### config.mk
export PLATFORM = sky130hd
export DESIGN_NAME = enum_lane_pipe
export DESIGN_NICKNAME = d
export VERILOG_FILES = /design/src/rtl/enum_lane_pipe_pkg.sv /design/src/rtl/enum_lane_pipe_lane.sv /design/src/rtl/enum_lane_pipe.sv
export SDC_FILE = /design/constraint.sdc
export NUM_CORES = 1
export LEC_CHECK = 0
export CAP_MARGIN = 20
export CELL_PAD_IN_SITES_DETAIL_PLACEMENT = 0
export CELL_PAD_IN_SITES_GLOBAL_PLACEMENT = 1
export CORE_MARGIN = 2
export CORE_UTILIZATION = 35
export CTS_CLUSTER_DIAMETER = 120
export DETAILED_ROUTE_END_ITERATION = 16
export GPL_TIMING_DRIVEN = 0
export PLACE_DENSITY_LB_ADDON = 0.3
export SETUP_SLACK_MARGIN = 0.02
export SYNTH_ARGS = -nofsm -noshare
export SYNTH_HDL_FRONTEND = slang
export SYNTH_SLANG_ARGS = --single-unit
### constraint.sdc
create_clock -name clk -period 1.9 [get_ports clk]
set_input_delay 0.285 -clock clk [delete_from_list [all_inputs] [get_ports clk]]
set_output_delay 0.285 -clock clk [all_outputs]
set_load 0.01 [all_outputs]
### src/rtl/enum_lane_pipe_pkg.sv
// pkg_v2: shared types for the typed-enum lane pipeline.
//   ENUM_W   - width of the enum encoding
//   enum_t   - legal encodings ONE=0, TWO=1, THREE=2 (other values arrive as raw bits)
//   alias_t  - alias of enum_t used on every lane port
//   stage_t  - one pipeline register: legality flag plus raw value
//   is_legal - true when the raw value is one of the enum encodings
package pkg_v2;

  localparam int ENUM_W = 8;

  typedef enum logic [ENUM_W-1:0] {ONE = 8'd0, TWO = 8'd1, THREE = 8'd2} enum_t;
  typedef enum_t alias_t;

  typedef struct packed {
    logic   illeg;
    alias_t val;
  } stage_t;

  // Compare on the raw bits so out-of-range values are judged correctly.
  function automatic logic is_legal(alias_t v);
    logic [ENUM_W-1:0] raw;
    raw = v;
    return raw < ENUM_W'(3);
  endfunction

endpackage

### src/rtl/enum_lane_pipe_lane.sv
// enum_lane: one lane of the enum pipeline.
//   DEPTH-stage valid/ready register chain, legality tagged at acceptance,
//   optional drop of illegal values, saturating illegal counter.
// Ports:
//   clk, rst_n            clock, async active-low reset
//   in_valid/in_ready     upstream handshake, in_data raw alias_t bits
//   out_valid/out_ready   downstream handshake, out_data raw value, out_illeg flag
//   err_cnt, clr_err      illegal counter and its synchronous clear
module enum_lane
  import pkg_v2::*;
#(
  parameter int CNT_W        = 8,
  parameter int DEPTH        = 2,
  parameter bit DROP_ILLEGAL = 1'b0
) (
  input  logic              clk,
  input  logic              rst_n,
  input  logic              in_valid,
  output logic              in_ready,
  input  logic [ENUM_W-1:0] in_data,
  output logic              out_valid,
  input  logic              out_ready,
  output logic [ENUM_W-1:0] out_data,
  output logic              out_illeg,
  output logic [CNT_W-1:0]  err_cnt,
  input  logic              clr_err
);

  logic [DEPTH-1:0]        vld;
  stage_t [DEPTH-1:0]      st;
  logic [DEPTH:0]          rdy;
  logic                    acc, legal, keep;

  // Ready ripples back from the output: a stage can load if it is empty
  // or its successor is taking its contents this cycle.
  assign rdy[DEPTH] = out_ready;
  for (genvar k = 0; k < DEPTH; k++) begin : g_rdy
    assign rdy[k] = !vld[k] | rdy[k+1];
  end

  assign in_ready = rdy[0];
  assign acc      = in_valid & rdy[0];
  assign legal    = is_legal(alias_t'(in_data));
  // In drop mode an illegal value is consumed but leaves a bubble.
  assign keep     = !DROP_ILLEGAL | legal;

  always_ff @(posedge clk or negedge rst_n) begin
    if (!rst_n) begin
      vld <= '0;
    end else begin
      if (rdy[0]) vld[0] <= acc & keep;
      for (int k = 1; k < DEPTH; k++)
        if (rdy[k]) vld[k] <= vld[k-1];
    end
  end

  // Stage data needs no reset; it is qualified by vld everywhere.
  always_ff @(posedge clk) begin
    if (acc) begin
      st[0].illeg <= !legal;
      st[0].val   <= alias_t'(in_data);
    end
    for (int k = 1; k < DEPTH; k++)
      if (rdy[k]) st[k] <= st[k-1];
  end

  // Clear takes priority over a coincident increment.
  always_ff @(posedge clk or negedge rst_n) begin
    if (!rst_n)                            err_cnt <= '0;
    else if (clr_err)                      err_cnt <= '0;
    else if (acc && !legal && err_cnt != '1) err_cnt <= err_cnt + 1'b1;
  end

  assign out_valid = vld[DEPTH-1];
  assign out_data  = st[DEPTH-1].val;
  assign out_illeg = DROP_ILLEGAL ? 1'b0 : (vld[DEPTH-1] & st[DEPTH-1].illeg);

endmodule

### src/rtl/enum_lane_pipe.sv
// enum_lane_pipe: NCH independent enum_lane pipelines with packed lane ports.
// Ports:
//   clk, rst_n           clock, async active-low reset
//   in_valid/in_ready    per-lane upstream handshake; in_data [NCH-1:0] raw alias_t
//   out_valid/out_ready  per-lane downstream handshake; out_data raw value
//   out_illeg            per-lane flag, high with out_valid for illegal values
//   err_cnt              per-lane saturating illegal counters
//   clr_err              clears every err_cnt
module enum_lane_pipe
  import pkg_v2::*;
#(
  parameter int NCH          = 2,
  parameter int DEPTH        = 2,
  parameter bit DROP_ILLEGAL = 1'b0,
  parameter int CNT_W        = 8
) (
  input  logic                       clk,
  input  logic                       rst_n,
  input  logic [NCH-1:0]             in_valid,
  output logic [NCH-1:0]             in_ready,
  input  logic [NCH-1:0][ENUM_W-1:0] in_data,
  output logic [NCH-1:0]             out_valid,
  input  logic [NCH-1:0]             out_ready,
  output logic [NCH-1:0][ENUM_W-1:0] out_data,
  output logic [NCH-1:0]             out_illeg,
  output logic [NCH-1:0][CNT_W-1:0]  err_cnt,
  input  logic                       clr_err
);

  for (genvar i = 0; i < NCH; i++) begin : g_lane
    enum_lane #(
      .CNT_W       (CNT_W),
      .DEPTH       (DEPTH),
      .DROP_ILLEGAL(DROP_ILLEGAL)
    ) u_lane (
      .clk      (clk),
      .rst_n    (rst_n),
      .in_valid (in_valid[i]),
      .in_ready (in_ready[i]),
      .in_data  (in_data[i]),
      .out_valid(out_valid[i]),
      .out_ready(out_ready[i]),
      .out_data (out_data[i]),
      .out_illeg(out_illeg[i]),
      .err_cnt  (err_cnt[i]),
      .clr_err  (clr_err)
    );
  end

endmodule

Yosys cells after proc, flatten, opt, wreduce, memory -nomap -nowiden
Index checks and enable logic that the tools add are counted.
Storage, ports and cells
  register bits: 56
  input port bits: 23
  output and inout bits: 38
  word-level logic and storage cells: 44
Cells by class
  add/sub/neg operators: 2
  magnitude comparators: 2
  eq/ne operators: 2
  mux-type cells: 4
  bitwise operators: 8
  reduce and logical (&&, ||, !) cells: 12
Operators by type and width (number)
  $mux 8: 4
  $add 8x1->8 const B: 2
  $lt 8x2->1 const B: 2
  $ne 8x8->1 const B: 2
  $logic_not 1->1: 6
  $and 1x1->1: 4
  $logic_and 1x1->1: 4
  $or 1x1->1: 4
  $reduce_bool 2->1: 2

Longest topological paths before layout
  word-level depth: 8
  gate-level depth with buffers: 5
  mapped depth without buffers: 5

Modules after synthesis
A second synthesis with hierarchy kept.
Second synthesis, totals
  cells, all modules: 172
  area, all modules: 2356.0 sq um
Modules (own cells, without submodules)
  enum_lane at g_lane[0].u_lane: times used 1, cells an instance 85, area an instance 1187.4 sq um, seq. area each 790.8 sq um
  enum_lane at g_lane[1].u_lane: times used 1, cells an instance 87, area an instance 1168.6 sq um, seq. area each 790.8 sq um

Worst setup path before layout
No wires, ideal clock.
  path type: reg-to-reg
  start: register g_lane[0].u_lane.err_cnt[0]
  end: register g_lane[0].u_lane.err_cnt[4]
  setup time: 0.125 ns
  arrival: 1.667 ns
  data required time: 1.775 ns
  setup slack: 0.108 ns
  cell stages (with the launch flop): 6
  path buffers: 0
  period minus slack after synthesis: 1.792 ns
  cells stage by stage: dfrtp_1 ha_1 nand2_1 or3_2 and4_4 mux2_4
Between the ends
  cells in the longest elaborated chain, start to end: 3
  elaborated cells on any way between the ends: 6
  those cells by class: 1 x add/sub; 1 x eq/ne; 2 x mux; 2 x reduce/logical
RTL lines
  start: declaration: RTL line enum_lane_pipe_lane.sv:25  | output logic [CNT_W-1:0] err_cnt,
  start signal: assignment: RTL line enum_lane_pipe_lane.sv:71  | else if (acc && !legal && err_cnt != '1) err_cnt <= err_cnt + 1'b1;
  $add 8x1->8 / $ne 8x8->1 (equally long branches): RTL line enum_lane_pipe_lane.sv:71
  $mux 8 / $logic_and 1x1->1 (equally long branches): RTL line enum_lane_pipe_lane.sv:71
  $mux 8 / $reduce_bool 2->1 (equally long branches)
Parallel ways exist; a longest one is shown, timed or not. The select of a mux whose other input is x is not followed.
A chain may end at the register's enable or synchronous reset.

Worst setup path in the final report
  start: input in_data[7] (netlist bit)
  end: register g_lane[0].u_lane.err_cnt[4]
Between the ends
  cells in the longest elaborated chain, start to end: 5
RTL lines
  start: declaration: RTL line enum_lane_pipe.sv:21  | input logic [NCH-1:0][ENUM_W-1:0] in_data,
  $lt 8x2->1: RTL line enum_lane_pipe_pkg.sv:23  | return raw < ENUM_W'(3);
  $logic_not 1->1: RTL line enum_lane_pipe_lane.sv:71
  $logic_and 1x1->1 (2 in a row): RTL line enum_lane_pipe_lane.sv:71
  $reduce_bool 2->1 (no source line)
Every way passes these cells.

==> flow_summary.yaml <==
outcome:
  status: "finished, final reports clean"
sta:
  setup_violations: 0
  fmax_ghz: 0.5447
  fin_skew_ps: 6.212
  hold_violations: 0
  worst_pin_slew_ps: 552.4
  slew_violations: 0
  rsz0062_at_grt: "no"
  period_share: 0.9662
  maxSlewHeadroom: 0.6317
  hold_ws_ps: 224.5
  layout_min_cycle_time_ps: 1836
final_layout:
  area_growth_pct: 38.52
  regArea_sq_um: 1582
  layout.nets: 278
  layoutNonFillerInstCount: 335
  fillCellCount: 602
  drive_gt1_frac: 0.2008
  multi_input_area_sq_um: 639.4
global_routing:
  grt_first_pass_wirelength_um: 7417
  track_usage: 0.1266
  grt_overflow_total: 0
  antenna_found_initial: 0
  grt_max_degree: 21
  grt_pass1_vias: 1615
drt:
  routedWlPerCell_um: 13.56
  drt_first_pass_iters: 4
  ant_nets: 0
  drtIter0Drc: 29
  drc: 0
  wirelength_um: 4542
  num_vias: 1637
  via_per_inst: 4.887
synthesis:
  synth.area.top_cells: "edfxtp_1, dfrtp_1, buf_4"
  synth_edf_count: 36
  synth-main-ff-cell: "edfxtp_1"
  synth_area_sq_um: 2381
  synthArstFlopShare: 0.3571
  yosysTopAreaCell: "edfxtp_1"
  synth_top_area_share: 0.4540
  synth.distinct_cells: 41
  synth_nets: 204
  yosysMostFrequentCell: "edfxtp_1"
  synth.avg_cell_area_sq_um: 13.30
  ys_ff_latch: 56
  ys_top_cells_by_count: "edfxtp_1, buf_4, dfrtp_1"
  yosys_warnings: 0
  synth_cells: 179
  yosysSeqAreaShare: 0.6642
power:
  clkPwrFrac: 0.274
  power.internal_uw: 1839
  p_sw_frac: 0.2315
  seqPwrFrac: 0.584
  irDropWorstVdd_mv: 0.3162
  p_sw_uw: 554.0
  p_comb_frac: 0.142
  power.density_nw_per_um2: 725.6
  leakage_uw: 0.001244
flow_run:
  cap_violations: 0
placed_design:
  hpwl_um: 3305
  io_buffers: 60
  routabilityCongestion: 0.7209
  dp_cells: 319
setup_path:
  crit_arrival_ps: 2030
  cp-end-kind: "flop"
  path_class: "in -> reg"
  cp_slowest_stage_delay_ps: 570
  cp_slowest_cell: "or4_4"
  worstPathCellList: "clkdlybuf4s50_1, or4_4, o211a_4, and4_4, mux2_4"
  cp_num_buf_inv: 1
  critPathTopFamily: "simple AND/OR/NAND/NOR gates"
  worstPathMaxFanout: 7
  startpoint_type: "primary input"
  required_ps: 2100
clock_tree:
  cts_buffer_depth: 2
  postCtsHoldBufs: 0
  cts.clk_slew.worst_paths_ps: 100
  clock-sinks: 56
  cts_tree: "built"
  worstSkewPairLatency_ps: 300
  cts-buffers-inserted: 5
  clockRootBuffer: "clkbuf_8"
  h-tree-depth: 2
floorplan:
  rows: 30
  die_area_sq_um: 7479
  fp.coreArea_sq_um: 6681
  io_pins: 61
  die_x_um: 86.48
  initial_core_util: 0.3564
  chipHeight_um: 86.48
min_path:
  hp-class: "in -> reg"
-- power by group through the flow --
stage | Combinational (uW) | Sequential (uW) | Clock, uW
after floorplan | 143 | 1420 | 0
after global routing | 368 | 1410 | 727
after CTS | 325 | 1400 | 676
final | 341 | 1400 | 656
after detailed placement | 313 | 1430 | 0
after global placement | 310 | 1420 | 0
-- cell families (layout without fill, tap and decap cells) --
kind of cell    after synthesis  after routing  synth area share
compound gates               30             30           0.09196
fa+ha+maj                     2              2           0.01051
buf+inv                      30            105           0.08250
flops                        56             56            0.6642
mux                           4              4           0.01944
other cells                   0              1                 0
simple gates                 57             57            0.1314
-- through the flow --
| step | utilization | instance area, sq um | worst slack (ps) | power (uW) | setup TNS (ps) |
|---|---|---|---|---|---|
| 5_1_grt | 0.4933 | 3296 | 20.32 | 2501 | 0 |
| 6_report | 0.4936 | 3298 | 64.29 | 2393 | 0 |
| 4_1_cts | 0.4796 | 3204 | 9.989 | 2398 | 0 |
| 3_5_place_dp | 0.4612 | 3082 | -334.9 | 1740 | -2464 |
| 2_1_floorplan | - | 2381 | 108.3 | 1565 | 0 |
| 3_3_place_gp | 0.4612 | 3082 | -313.1 | 1733 | -2490 |
-- layout make-up --
| type | count | area share |
|---|---|---|
| Buffer | 24 | 0.05463 |
| Sequential cell | 56 | 0.4795 |
| Multi-Input combinational cell | 93 | 0.1939 |
| Timing Repair Buffer | 67 | 0.2064 |
| Tap cell | 80 | 0.03035 |
| Antenna cell | 1 | 0.0007587 |
| Inverter | 6 | 0.006829 |
| Clock buffer | 5 | 0.02086 |
| Clock inverter | 3 | 0.006829 |
-- flip-flops by register name, summed over array words and instances, names as in the netlist --
name	count
g_lane.u_lane.out_data	16
g_lane.u_lane.st	20
g_lane.u_lane.vld	4
g_lane.u_lane.err_cnt	16
-- what timing repair did --
item,in CTS,in global routing
pin swaps,0,2
resized for setup,2,11
buffers inserted,3,3
hold endpoints to repair,0,0
endpoints found under the setup margin,4,6
-- per-layer routing --
metal,track usage,part of all wire
met1,0.1697,0.47
met2,0.2056,0.48
met3,0.02571,0.043
met4,0.04403,0.013
met5,0,0
-- worst paths after layout --
path	cells after the start	slack, ps	endpoint	from
setup / recovery	5	60	g_lane[0].u_lane.err_cnt[4]$_DFFE_PN0P_	in_data[7]
setup reg to reg	5	90	g_lane[0].u_lane.err_cnt[4]$_DFFE_PN0P_	g_lane[0].u_lane.err_cnt[0]$_DFFE_PN0P_
hold / removal	1	220	g_lane[1].u_lane.st[0]$_DFFE_PN_	in_data[8]
max in group asynchronous	2	1290	g_lane[0].u_lane.vld[0]$_DFFE_PN0N_	rst_n
min in group asynchronous	1	230	g_lane[0].u_lane.vld[1]$_DFFE_PN0P_	rst_n
hold reg to reg	0	430	g_lane[0].u_lane.out_data[4]$_DFFE_PP_	g_lane[0].u_lane.st[4]$_DFFE_PN_
-- layout by cell type (no fill, tap or decap), types with 3 or more instances in the layout --
cell type / instances
edfxtp_1: 36
a21oi_1: 8
nand4_1: 3
a211oi_1: 3
nor2_1: 7
inv_1: 6
nand2_1: 12
buf_4: 28
dfrtp_1: 20
nor4_1: 4
o31ai_1: 3
o21ai_0: 3
nor2b_1: 3
and2_1: 4
clkdlybuf4s50_1: 57
clkbuf_8: 5
nand3_1: 6
nand2b_1: 4
dlymetal6s2s_1: 3
or3_1: 3
(Power assumes the default switching activity.)
